<file path="config.mk">
export PLATFORM = sky130hd
export DESIGN_NAME = conv_sysarr_mac_accum
export DESIGN_NICKNAME = d
export VERILOG_FILES = /design/src/rtl/conv_sysarr_mac_accum.sv
export SDC_FILE = /design/constraint.sdc
export NUM_CORES = 1
export LEC_CHECK = 0
export CAP_MARGIN = 20
export CORE_UTILIZATION = 30
export DETAILED_ROUTE_END_ITERATION = 12
export HOLD_SLACK_MARGIN = 0.03
export PLACE_DENSITY = 0.6
export SYNTH_ARGS = -nofsm -noshare
export SYNTH_HDL_FRONTEND = slang
export SYNTH_SLANG_ARGS = --single-unit
</file>
<file path="constraint.sdc">
create_clock -name clk -period 3.5 [get_ports clk]
set_input_delay 0.35 -clock clk [delete_from_list [all_inputs] [get_ports clk]]
set_output_delay 0.35 -clock clk [all_outputs]
set_load 0.005 [all_outputs]
</file>
<file path="src/rtl/conv_sysarr_mac_accum.sv">
// Accumulator behind the 6x18 systolic-array multiplier. It feeds operands to the
// multiplier, tracks valid/last alongside its pipeline, and emits one psum per group.
module conv_sysarr_mac_accum #(
  parameter int unsigned A_W     = 6,
  parameter int unsigned B_W     = 18,
  parameter int unsigned P_W     = 24,
  parameter int unsigned MUL_LAT = 3,
  parameter int unsigned ACC_W   = 32,
  parameter int unsigned CNT_W   = 16
) (
  input  logic             clk,
  input  logic             reset,
  input  logic             in_valid,
  output logic             in_ready,
  input  logic [A_W-1:0]   in_a,
  input  logic [B_W-1:0]   in_b,
  input  logic             in_last,
  output logic             mul_ce,
  output logic [A_W-1:0]   mul_din0,
  output logic [B_W-1:0]   mul_din1,
  input  logic [P_W-1:0]   mul_dout,
  output logic             out_valid,
  input  logic             out_ready,
  output logic [ACC_W-1:0] out_psum,
  output logic [CNT_W-1:0] out_cnt
);

  logic [MUL_LAT-1:0] vld_pipe;
  logic [MUL_LAT-1:0] last_pipe;
  logic [ACC_W-1:0]   acc;
  logic [ACC_W-1:0]   sum;
  logic [CNT_W-1:0]   term_cnt;
  logic [CNT_W-1:0]   cnt;
  logic               stall;
  logic               fire;
  logic               tail_v;
  logic               tail_l;

  // A held psum freezes the multiplier and the delay line together.
  assign stall    = out_valid & ~out_ready;
  assign mul_ce   = ~stall;
  assign in_ready = ~stall;
  assign fire     = in_valid & in_ready;

  assign mul_din0 = in_a;
  assign mul_din1 = in_b;

  assign tail_v = vld_pipe[MUL_LAT-1];
  assign tail_l = last_pipe[MUL_LAT-1];
  assign sum    = acc + ACC_W'(mul_dout);
  assign cnt    = term_cnt + CNT_W'(1);

  // Delay line, accumulator and output register all advance only on mul_ce.
  always_ff @(posedge clk or posedge reset) begin
    if (reset) begin
      vld_pipe  <= '0;
      last_pipe <= '0;
      acc       <= '0;
      term_cnt  <= '0;
      out_valid <= 1'b0;
      out_psum  <= '0;
      out_cnt   <= '0;
    end else if (mul_ce) begin
      vld_pipe  <= (vld_pipe << 1) | MUL_LAT'(fire);
      last_pipe <= (last_pipe << 1) | MUL_LAT'(in_last & fire);
      // mul_ce high implies out_ready or !out_valid, so the held psum drains here.
      if (out_ready) begin
        out_valid <= 1'b0;
      end
      if (tail_v) begin
        if (tail_l) begin
          out_psum  <= sum;
          out_cnt   <= cnt;
          out_valid <= 1'b1;
          acc       <= '0;
          term_cnt  <= '0;
        end else begin
          acc      <= sum;
          term_cnt <= cnt;
        end
      end
    end
  end

endmodule

</file>
==> impl_metrics.toml, run 1 <==
[critical_path]
crit_slowest_cell = "fa_1"
r2r_slack_ps = 980
crit_chain = "clkdlybuf4s50_1 > ha_1 > fa_1 > a21o_1 > a31o_2 > a21oi_2 > nor4_1 > a211oi_2 > xnor2_1 > mux2_2"
endpoint_kind = "register"
worstPathRequired_ps = 3740
path_buf_inv = 1
reg2reg_from = "acc[0]"
start_kind = "primary input"
critPathMaxFanout = 3
worstSetupPathType = "in -> reg"
critPathTopFamily = "compound AO/OA/AOI/OAI gates"
cpPeakStageDelay_ps = 430
r2r-end = "out_psum[22]"
crit_arrival_ps = 2820
reg2reg_depth = 9

[floorplanning]
placementRows = 51
die_w_um = 143
coreArea_um2 = 19500
io_pins = 128
start_util = 0.307
die_area_um2 = 20500
die_h_um = 143

[final_layout]
final_common_cell = "nand2_1"
mostFrequentLayoutCells = "nand2_1, dfrtp_1, clkdlybuf4s50_1"
fill_cells = 2006
drive_gt1_frac = 0.0857
num_antenna_cells = 0
fin_cells = 965
syn_to_final_growth_pct = 19.5
final-seq-area_um2 = 2580
nets = 775
multi_input_area_um2 = 3030

[routing]
drt_iter0_drc = 230
drt-total-wl_um = 14400
vias_per_cell = 4.90
drtPass1Iterations = 5
dr_total_vias = 4727
wl_per_cell_um = 14.9
drc = 0
detail-route-antenna-nets = 0

[logic_synthesis]
synth_enable_flop_cells = 0
yosys_warnings = 0
syn_nets = 731
postSynthCellCount = 652
synthArstFlopShare = 1.00
synthFlopType = "dfrtp_1"
ys_ff_latch = 103
syn_avg_cell_area_um2 = 9.16
yosysSeqAreaShare = 0.432
synth_cell_types = 58
syn_area_um2 = 5970

[grt]
grt_start_max_net_pins = 49
grt_pass1_wl_um = 24000
antenna_found_initial = 0
grtUsageTotal = 0.152
first_global_vias = 4643
grt_remaining_overflow = 0

[min_path]
worst_hold_path_type = "in -> async"

[clock_tree]
cts_resized = 0
cts.sinks = 103
numCtsBuffers = 9
clk_pin_slew_worst_paths_ps = 70
clkLatencyLatePin_ps = 360
postCtsSetupBuffers = 0
cts_tree = "yes"
cts-root-buf = "clkbuf_16"
ctsHoldBuffers = 0
htree_levels = 3
cts_max_path_buffers = 2

[sta]
finClkSkew_ps = 10.2
finalCritPeriodShare = 0.736
maxSlewViolCount = 0
finalSetupViolCount = 0
grt_setup_unrepaired = "false"
layout_min_cycle_time_ps = 2570
worstMarginPinSlew_ps = 607
hold_slack_ps = 416
fmax_mhz = 388
setup-tns-final_ps = 0
finalHoldViolations = 0
slew_headroom = 0.595

[status]
outcome = "finished, final reports clean"

[job]
drv_cap = 0

[place]
io_buffers = 79
post-dp-hpwl_um = 10600
dp.cells = 950
gp_congestion = 0.822

[power_and_ir_drop]
peakVddDrop_mv = 0.289
power.density_nw_per_um2 = 803
cellLeakagePower_nw = 3.07
[cell type report]
| cell class | count | area share |
|---|---|---|
| Multi-Input combinational cell | 481 | 0.425 |
| Sequential cell | 103 | 0.361 |
| Timing Repair Buffer | 90 | 0.122 |
| Tap cell | 265 | 0.0465 |
| Clock buffer | 9 | 0.0316 |
| Clock inverter | 6 | 0.00649 |
| Inverter | 11 | 0.00614 |
[cells in the mapped netlist (2+ instances only)]
library cell / n / share of area
nand2_1: 124 / 0.078
dfrtp_1: 103 / 0.43
o21ai_0: 65 / 0.054
a21oi_1: 32 / 0.027
xnor2_1: 32 / 0.047
buf_4: 25 / 0.031
ha_1: 25 / 0.052
nor2_1: 24 / 0.015
clkbuf_1: 23 / 0.014
a21o_1: 18 / 0.023
a22o_1: 18 / 0.026
o21ai_1: 13 / 0.011
mux2_2: 12 / 0.023
and3_1: 11 / 0.012
nand3_1: 11 / 0.0092
inv_1: 10 / 0.0063
xor2_1: 9 / 0.013
nor3_1: 8 / 0.0067
a31oi_1: 6 / 0.0063
nand4_1: 6 / 0.0063
o31ai_1: 6 / 0.0075
buf_2: 5 / 0.0042
o21a_1: 5 / 0.0063
or3_1: 5 / 0.0052
a21oi_2: 4 / 0.0059
nand2b_1: 4 / 0.0042
o211ai_1: 4 / 0.0050
and2_1: 3 / 0.0031
nor2b_1: 3 / 0.0031
a211oi_2: 2 / 0.0042
a31o_2: 2 / 0.0029
buf_1: 2 / 0.0013
nor4_1: 2 / 0.0021
o211ai_2: 2 / 0.0042
o21ai_2: 2 / 0.0029
o21bai_1: 2 / 0.0025
or2_2: 2 / 0.0021
or4_1: 2 / 0.0025
[sequential cells by signal, summed over array words and instances, names as in the netlist]
register   count
last_pipe      3
out_psum      32
vld_pipe       3
out_cnt       16
acc           32
term_cnt      16
out_valid      1
[worst max-delay path by stage]
stage                           start      endpoint  slack [ps]  depth (start not counted)
after global placement    mul_dout[1]  out_psum[25]         590                          9
after global routing      mul_dout[1]       acc[21]         740                          9
after detailed placement  mul_dout[1]  out_psum[25]         570                          9
final                     mul_dout[0]  out_psum[22]         930                         10
after CTS                 mul_dout[0]  out_psum[22]         940                         10
after floorplan                 reset        acc[0]         450                          1
[routing by layer]
layer / wire length [µm] / track usage
met5: 0 / 0
met4: 249 / 0.0651
met3: 646 / 0.0231
met2: 6360 / 0.233
met1: 7150 / 0.212
[logic make-up after synthesis]
kind of cell / share of synthesized area
and+or+nand+nor: 0.155
muxes: 0.0226
buffers and inverters: 0.0610
AOI/OAI and AO/OA: 0.213
DFF: 0.432
xor gates and xnor gates: 0.0602
adders and majority gates: 0.0558
[metrics by stage]
stage	cell area (µm²)	setup WS [ps]	power, mW	util
6_report	7130	925	5.72	0.366
2_1_floorplan	5970	446	3.81	-
4_1_cts	7130	936	5.79	0.366
3_5_place_dp	6860	571	4.80	0.352
5_1_grt	7130	740	6.22	0.366
3_3_place_gp	6860	589	4.78	0.352
[worst reg2reg max path: cells and delay by family, from the launching register on]
family / cells / cell delay [ps]
AO/OA/AOI/OAI: 4 / 860
XOR/XNOR: 1 / 130
adder cells (fa/ha/maj): 2 / 650
flip-flops: 1 / 380
multiplexers: 1 / 280
AND/OR/NAND/NOR: 1 / 90
[power breakdown]
part	switching [mW]	internal [mW]
Combinational	1.61	1.34
Clock	0.472	0.484
Sequential	0.252	1.57
Total	2.34	3.39
(Power assumes the default switching activity.)
==> run 2, diff against run 1 <==
==> constraint.sdc (replaced) <==
create_clock -name clk -period 2.65 [get_ports clk]
set_input_delay 0.265 -clock clk [delete_from_list [all_inputs] [get_ports clk]]
set_output_delay 0.265 -clock clk [all_outputs]
set_load 0.005 [all_outputs]
==> impl_metrics.toml, run 2 (synthesis gave the netlist of run 1 again) <==
[status]
outcome = "finished, final reports clean"

[routing]
dr_total_vias = 4813
wl_met2_um = 6440
wl_per_cell_um = 14.4
drtPass1Iterations = 4
detail-route-antenna-nets = 0
top_layer = "met4"
drt-total-wl_um = 14600
drt_iter0_drc = 334
dr_wl_met3_um = 516
vias_per_cell = 4.74
drc = 0
routedLengthMet1_um = 7350

[grt]
antenna_found_initial = 0
first_global_vias = 4715
grt_remaining_overflow = 0
grtUsageTotal = 0.151
grt_start_max_net_pins = 41
grt_pass1_wl_um = 24000

[clock_tree]
ctsHoldBuffers = 0
numCtsBuffers = 9
cts.sinks = 103
htree_levels = 3
cts_max_path_buffers = 2
cts-root-buf = "clkbuf_16"
cts_tree = "yes"
postCtsSetupBuffers = 0
clkLatencyLatePin_ps = 370
clk_pin_slew_worst_paths_ps = 80
cts_resized = 0

[sta]
maxSlewViolCount = 0
worstMarginPinSlew_ps = 540
fmax_mhz = 403
finalHoldViolations = 0
layout_min_cycle_time_ps = 2480
grt_setup_unrepaired = "false"
hold_slack_ps = 289
finalSetupViolCount = 0
setup-tns-final_ps = 0
finalCritPeriodShare = 0.936
finClkSkew_ps = 11.3
slew_headroom = 0.639

[job]
drv_cap = 0

[min_path]
worst_hold_path_type = "in -> async"

[power_and_ir_drop]
comb_power_share = 0.532
swShare = 0.393
p_switching_mw = 3.22
power_frac_clock = 0.176
p_int_mw = 4.96
peakVddDrop_mv = 0.334
power.density_nw_per_um2 = 1080
cellLeakagePower_nw = 3.34
power_frac_seq = 0.292

[place]
gp_congestion = 0.830
io_buffers = 79
post-dp-hpwl_um = 10700

[critical_path]
crit_start = "acc[0]"
worstSetupPathType = "reg -> reg"
reg2reg_depth = 10
start_kind = "register"
endpoint_kind = "register"
critPathMaxFanout = 7
worstPathRequired_ps = 2920
crit_arrival_ps = 2750
reg2reg_from = "acc[0]"

[final_layout]
multi_input_area_um2 = 3030
reg_top3 = "acc (32), out_psum (32)"
fill_cells = 1959
drive_gt1_frac = 0.147
num_antenna_cells = 0
final_common_cell = "nand2_1"
nets = 824
final-seq-area_um2 = 2580
mostFrequentLayoutCells = "nand2_1, dfrtp_1, clkdlybuf4s50_1"
syn_to_final_growth_pct = 26.8

[floorplanning]
die_w_um = 143
start_util = 0.307
die_area_um2 = 20500
io_pins = 128
placementRows = 51
coreArea_um2 = 19500
die_h_um = 143
[run 2: final cells by class]
| type | instances | share of cell area |
|---|---|---|
| Clock buffer | 10 | 0.0316 |
| Clock inverter | 6 | 0.00992 |
| Inverter | 11 | 0.00595 |
| Multi-Input combinational cell | 481 | 0.401 |
| Sequential cell | 103 | 0.341 |
| Tap cell | 265 | 0.0438 |
| Timing Repair Buffer | 139 | 0.167 |
[run 2: power by group through the flow]
stage	Sequential (mW)	Clock [mW]	Combinational (mW)
after floorplan	2.36	0	2.67
after global placement	2.41	0	4.34
after detailed placement	2.42	0	4.36
after CTS	2.39	1.47	4.38
after global routing	2.46	1.53	4.85
final	2.39	1.44	4.35
[run 2: worst max-delay path, stage by stage (launching register included)]
cell and delay (ps):
dfrtp_1 390, ha_1 210, fa_1 400, a21o_1 200
a31o_2 280, nand3_1 120, a21oi_2 130, o21ai_2 310
buf_4 170, o211ai_1 90, o31ai_1 80
[run 2: metal layers]
metal	GRT usage	vias up
li1	-	2456
met4	0.0668	0
met3	0.0238	13
met2	0.240	63
met5	0	-
met1	0.203	2281
[run 2: per-stage QoR]
step / cells / total power [mW] / utilization / area [µm²] / setup WS, ps
finish: 1015 / 8.18 / 0.389 / 7570 / 169
global route: 1015 / 8.83 / 0.389 / 7570 / 44.3
CTS: 1015 / 8.24 / 0.389 / 7570 / 171
detailed placement: 999 / 6.77 / 0.373 / 7250 / -151
global placement: 999 / 6.75 / 0.373 / 7250 / -133
floorplan: 652 / 5.03 / - / 5970 / 339
[run 2: worst paths after layout]
kind	end	slack, ps
setup / recovery	acc[26]	170
hold / removal	out_psum[0]	290
setup reg to reg	acc[26]	170
hold reg to reg	out_psum[1]	470
max in group asynchronous	acc[12]	1740
min in group clk	out_psum[1]	470
==> run 3, diff against run 2 <==
==> constraint.sdc (replaced) <==
create_clock -name clk -period 2.9 [get_ports clk]
set_input_delay 0.29 -clock clk [delete_from_list [all_inputs] [get_ports clk]]
set_output_delay 0.29 -clock clk [all_outputs]
set_load 0.005 [all_outputs]
==> impl_metrics.toml, run 3 (synthesis gave the netlist of run 1 again) <==
[sta]
finalHoldViolations = 0
finalSetupViolCount = 0
finalCritPeriodShare = 0.863
grt_setup_unrepaired = "false"
worstMarginPinSlew_ps = 531
maxSlewViolCount = 0
fmax_mhz = 400
hold_slack_ps = 390
slew_headroom = 0.645
finClkSkew_ps = 11.3
setup-tns-final_ps = 0
layout_min_cycle_time_ps = 2500

[routing]
vias_per_cell = 4.82
drtPass1Iterations = 4
drc = 0
drt-total-wl_um = 13900
wl_per_cell_um = 14.2
dr_total_vias = 4705
drt_iter0_drc = 252
detail-route-antenna-nets = 0

[critical_path]
reg2reg_from = "acc[0]"
reg2reg_depth = 9
crit_start = "acc[0]"
worstSetupPathType = "reg -> reg"
critPathMaxFanout = 3
endpoint_kind = "register"
crit_arrival_ps = 2740
r2r-end = "out_psum[22]"
r2r_slack_ps = 400
worstPathRequired_ps = 3140
start_kind = "register"

[clock_tree]
ctsHoldBuffers = 0
postCtsSetupBuffers = 0
cts.sinks = 103
cts_max_path_buffers = 2
cts-root-buf = "clkbuf_16"
clkLatencyLatePin_ps = 360
cts_resized = 0
htree_levels = 3
clk_pin_slew_worst_paths_ps = 80
cts_tree = "yes"
numCtsBuffers = 9

[place]
io_buffers = 79
gp_congestion = 0.829
post-dp-hpwl_um = 10200

[grt]
antenna_found_initial = 0
first_global_vias = 4612
grtUsageTotal = 0.147
grt_start_max_net_pins = 73
grt_remaining_overflow = 0
grt_pass1_wl_um = 23400

[min_path]
worst_hold_path_type = "in -> async"

[floorplanning]
die_h_um = 143
placementRows = 51
die_area_um2 = 20500
die_w_um = 143
coreArea_um2 = 19500
start_util = 0.307
io_pins = 128

[final_layout]
reg_top3 = "acc (32), out_psum (32)"
drive_gt1_frac = 0.0997
nets = 787
fill_cells = 1942
syn_to_final_growth_pct = 21.4
mostFrequentLayoutCells = "nand2_1, dfrtp_1, clkdlybuf4s50_1"
num_antenna_cells = 0
final_common_cell = "nand2_1"

[power_and_ir_drop]
power.density_nw_per_um2 = 967
cellLeakagePower_nw = 3.14
peakVddDrop_mv = 0.267

[status]
outcome = "finished, final reports clean"

[job]
drv_cap = 0
==> run 3: changes by cell type in the layout (fill, tap and decap cells not counted), sizes merged <==
cell    delta
inv        -2
clkinv     +2
buf       -37
bufinv     -1
==> run 3: worst max-delay path: stages (launching register included) <==
cell	delay, ps
dfrtp_1	390
ha_1	220
fa_1	410
a21o_1	200
a31o_2	280
a21oi_2	180
nor4_1	90
a211oi_2	210
xnor2_1	120
mux2_2	270
==> run 3: through the flow <==
step,setup slack (ps),power [mW],area (µm²),utilization,cells
2_1_floorplan,589,4.60,5970,-,652
3_3_place_gp,92.3,5.89,6980,0.358,962
3_5_place_dp,66.0,5.91,6980,0.358,962
4_1_cts,391,7.10,7250,0.372,977
5_1_grt,224,7.65,7250,0.372,977
6_report,399,7.01,7250,0.372,977
==> run 3: per-layer routing <==
layer / global-route usage / wire length, µm / vias to the layer above
li1: - / - / 2386
met1: 0.207 / 7050 / 2229
met2: 0.222 / 6100 / 73
met3: 0.0208 / 457 / 17
met4: 0.0651 / 307 / 0
met5: 0 / 0 / -
==> run 3: worst max-delay path by stage <==
stage,end,slack [ps],depth (start not counted)
2_1_floorplan,out_psum[22],590,9
6_report,out_psum[22],400,9
5_1_grt,out_psum[22],220,9
4_1_cts,out_psum[22],390,9
3_5_place_dp,out_psum[22],70,10
3_3_place_gp,out_psum[22],90,10
==> run 3: area by class of cell <==
class	instances	area (µm²)	share of cell area
multi-input combinational	481	3030	0.418
sequential	103	2580	0.356
timing repair buffer	102	988	0.136
tap	265	332	0.0457
clock buffer	10	229	0.0316
clock inverter	5	45.0	0.00621
inverter	11	45.0	0.00621
==> run 3: report_power, final <==
part | leakage, nW | switching, mW | internal, mW
logic | 1.67 | 1.97 | 1.71
registers | 1.34 | 0.288 | 1.89
clock network | 0.131 | 0.566 | 0.589
total | 3.14 | 2.82 | 4.19
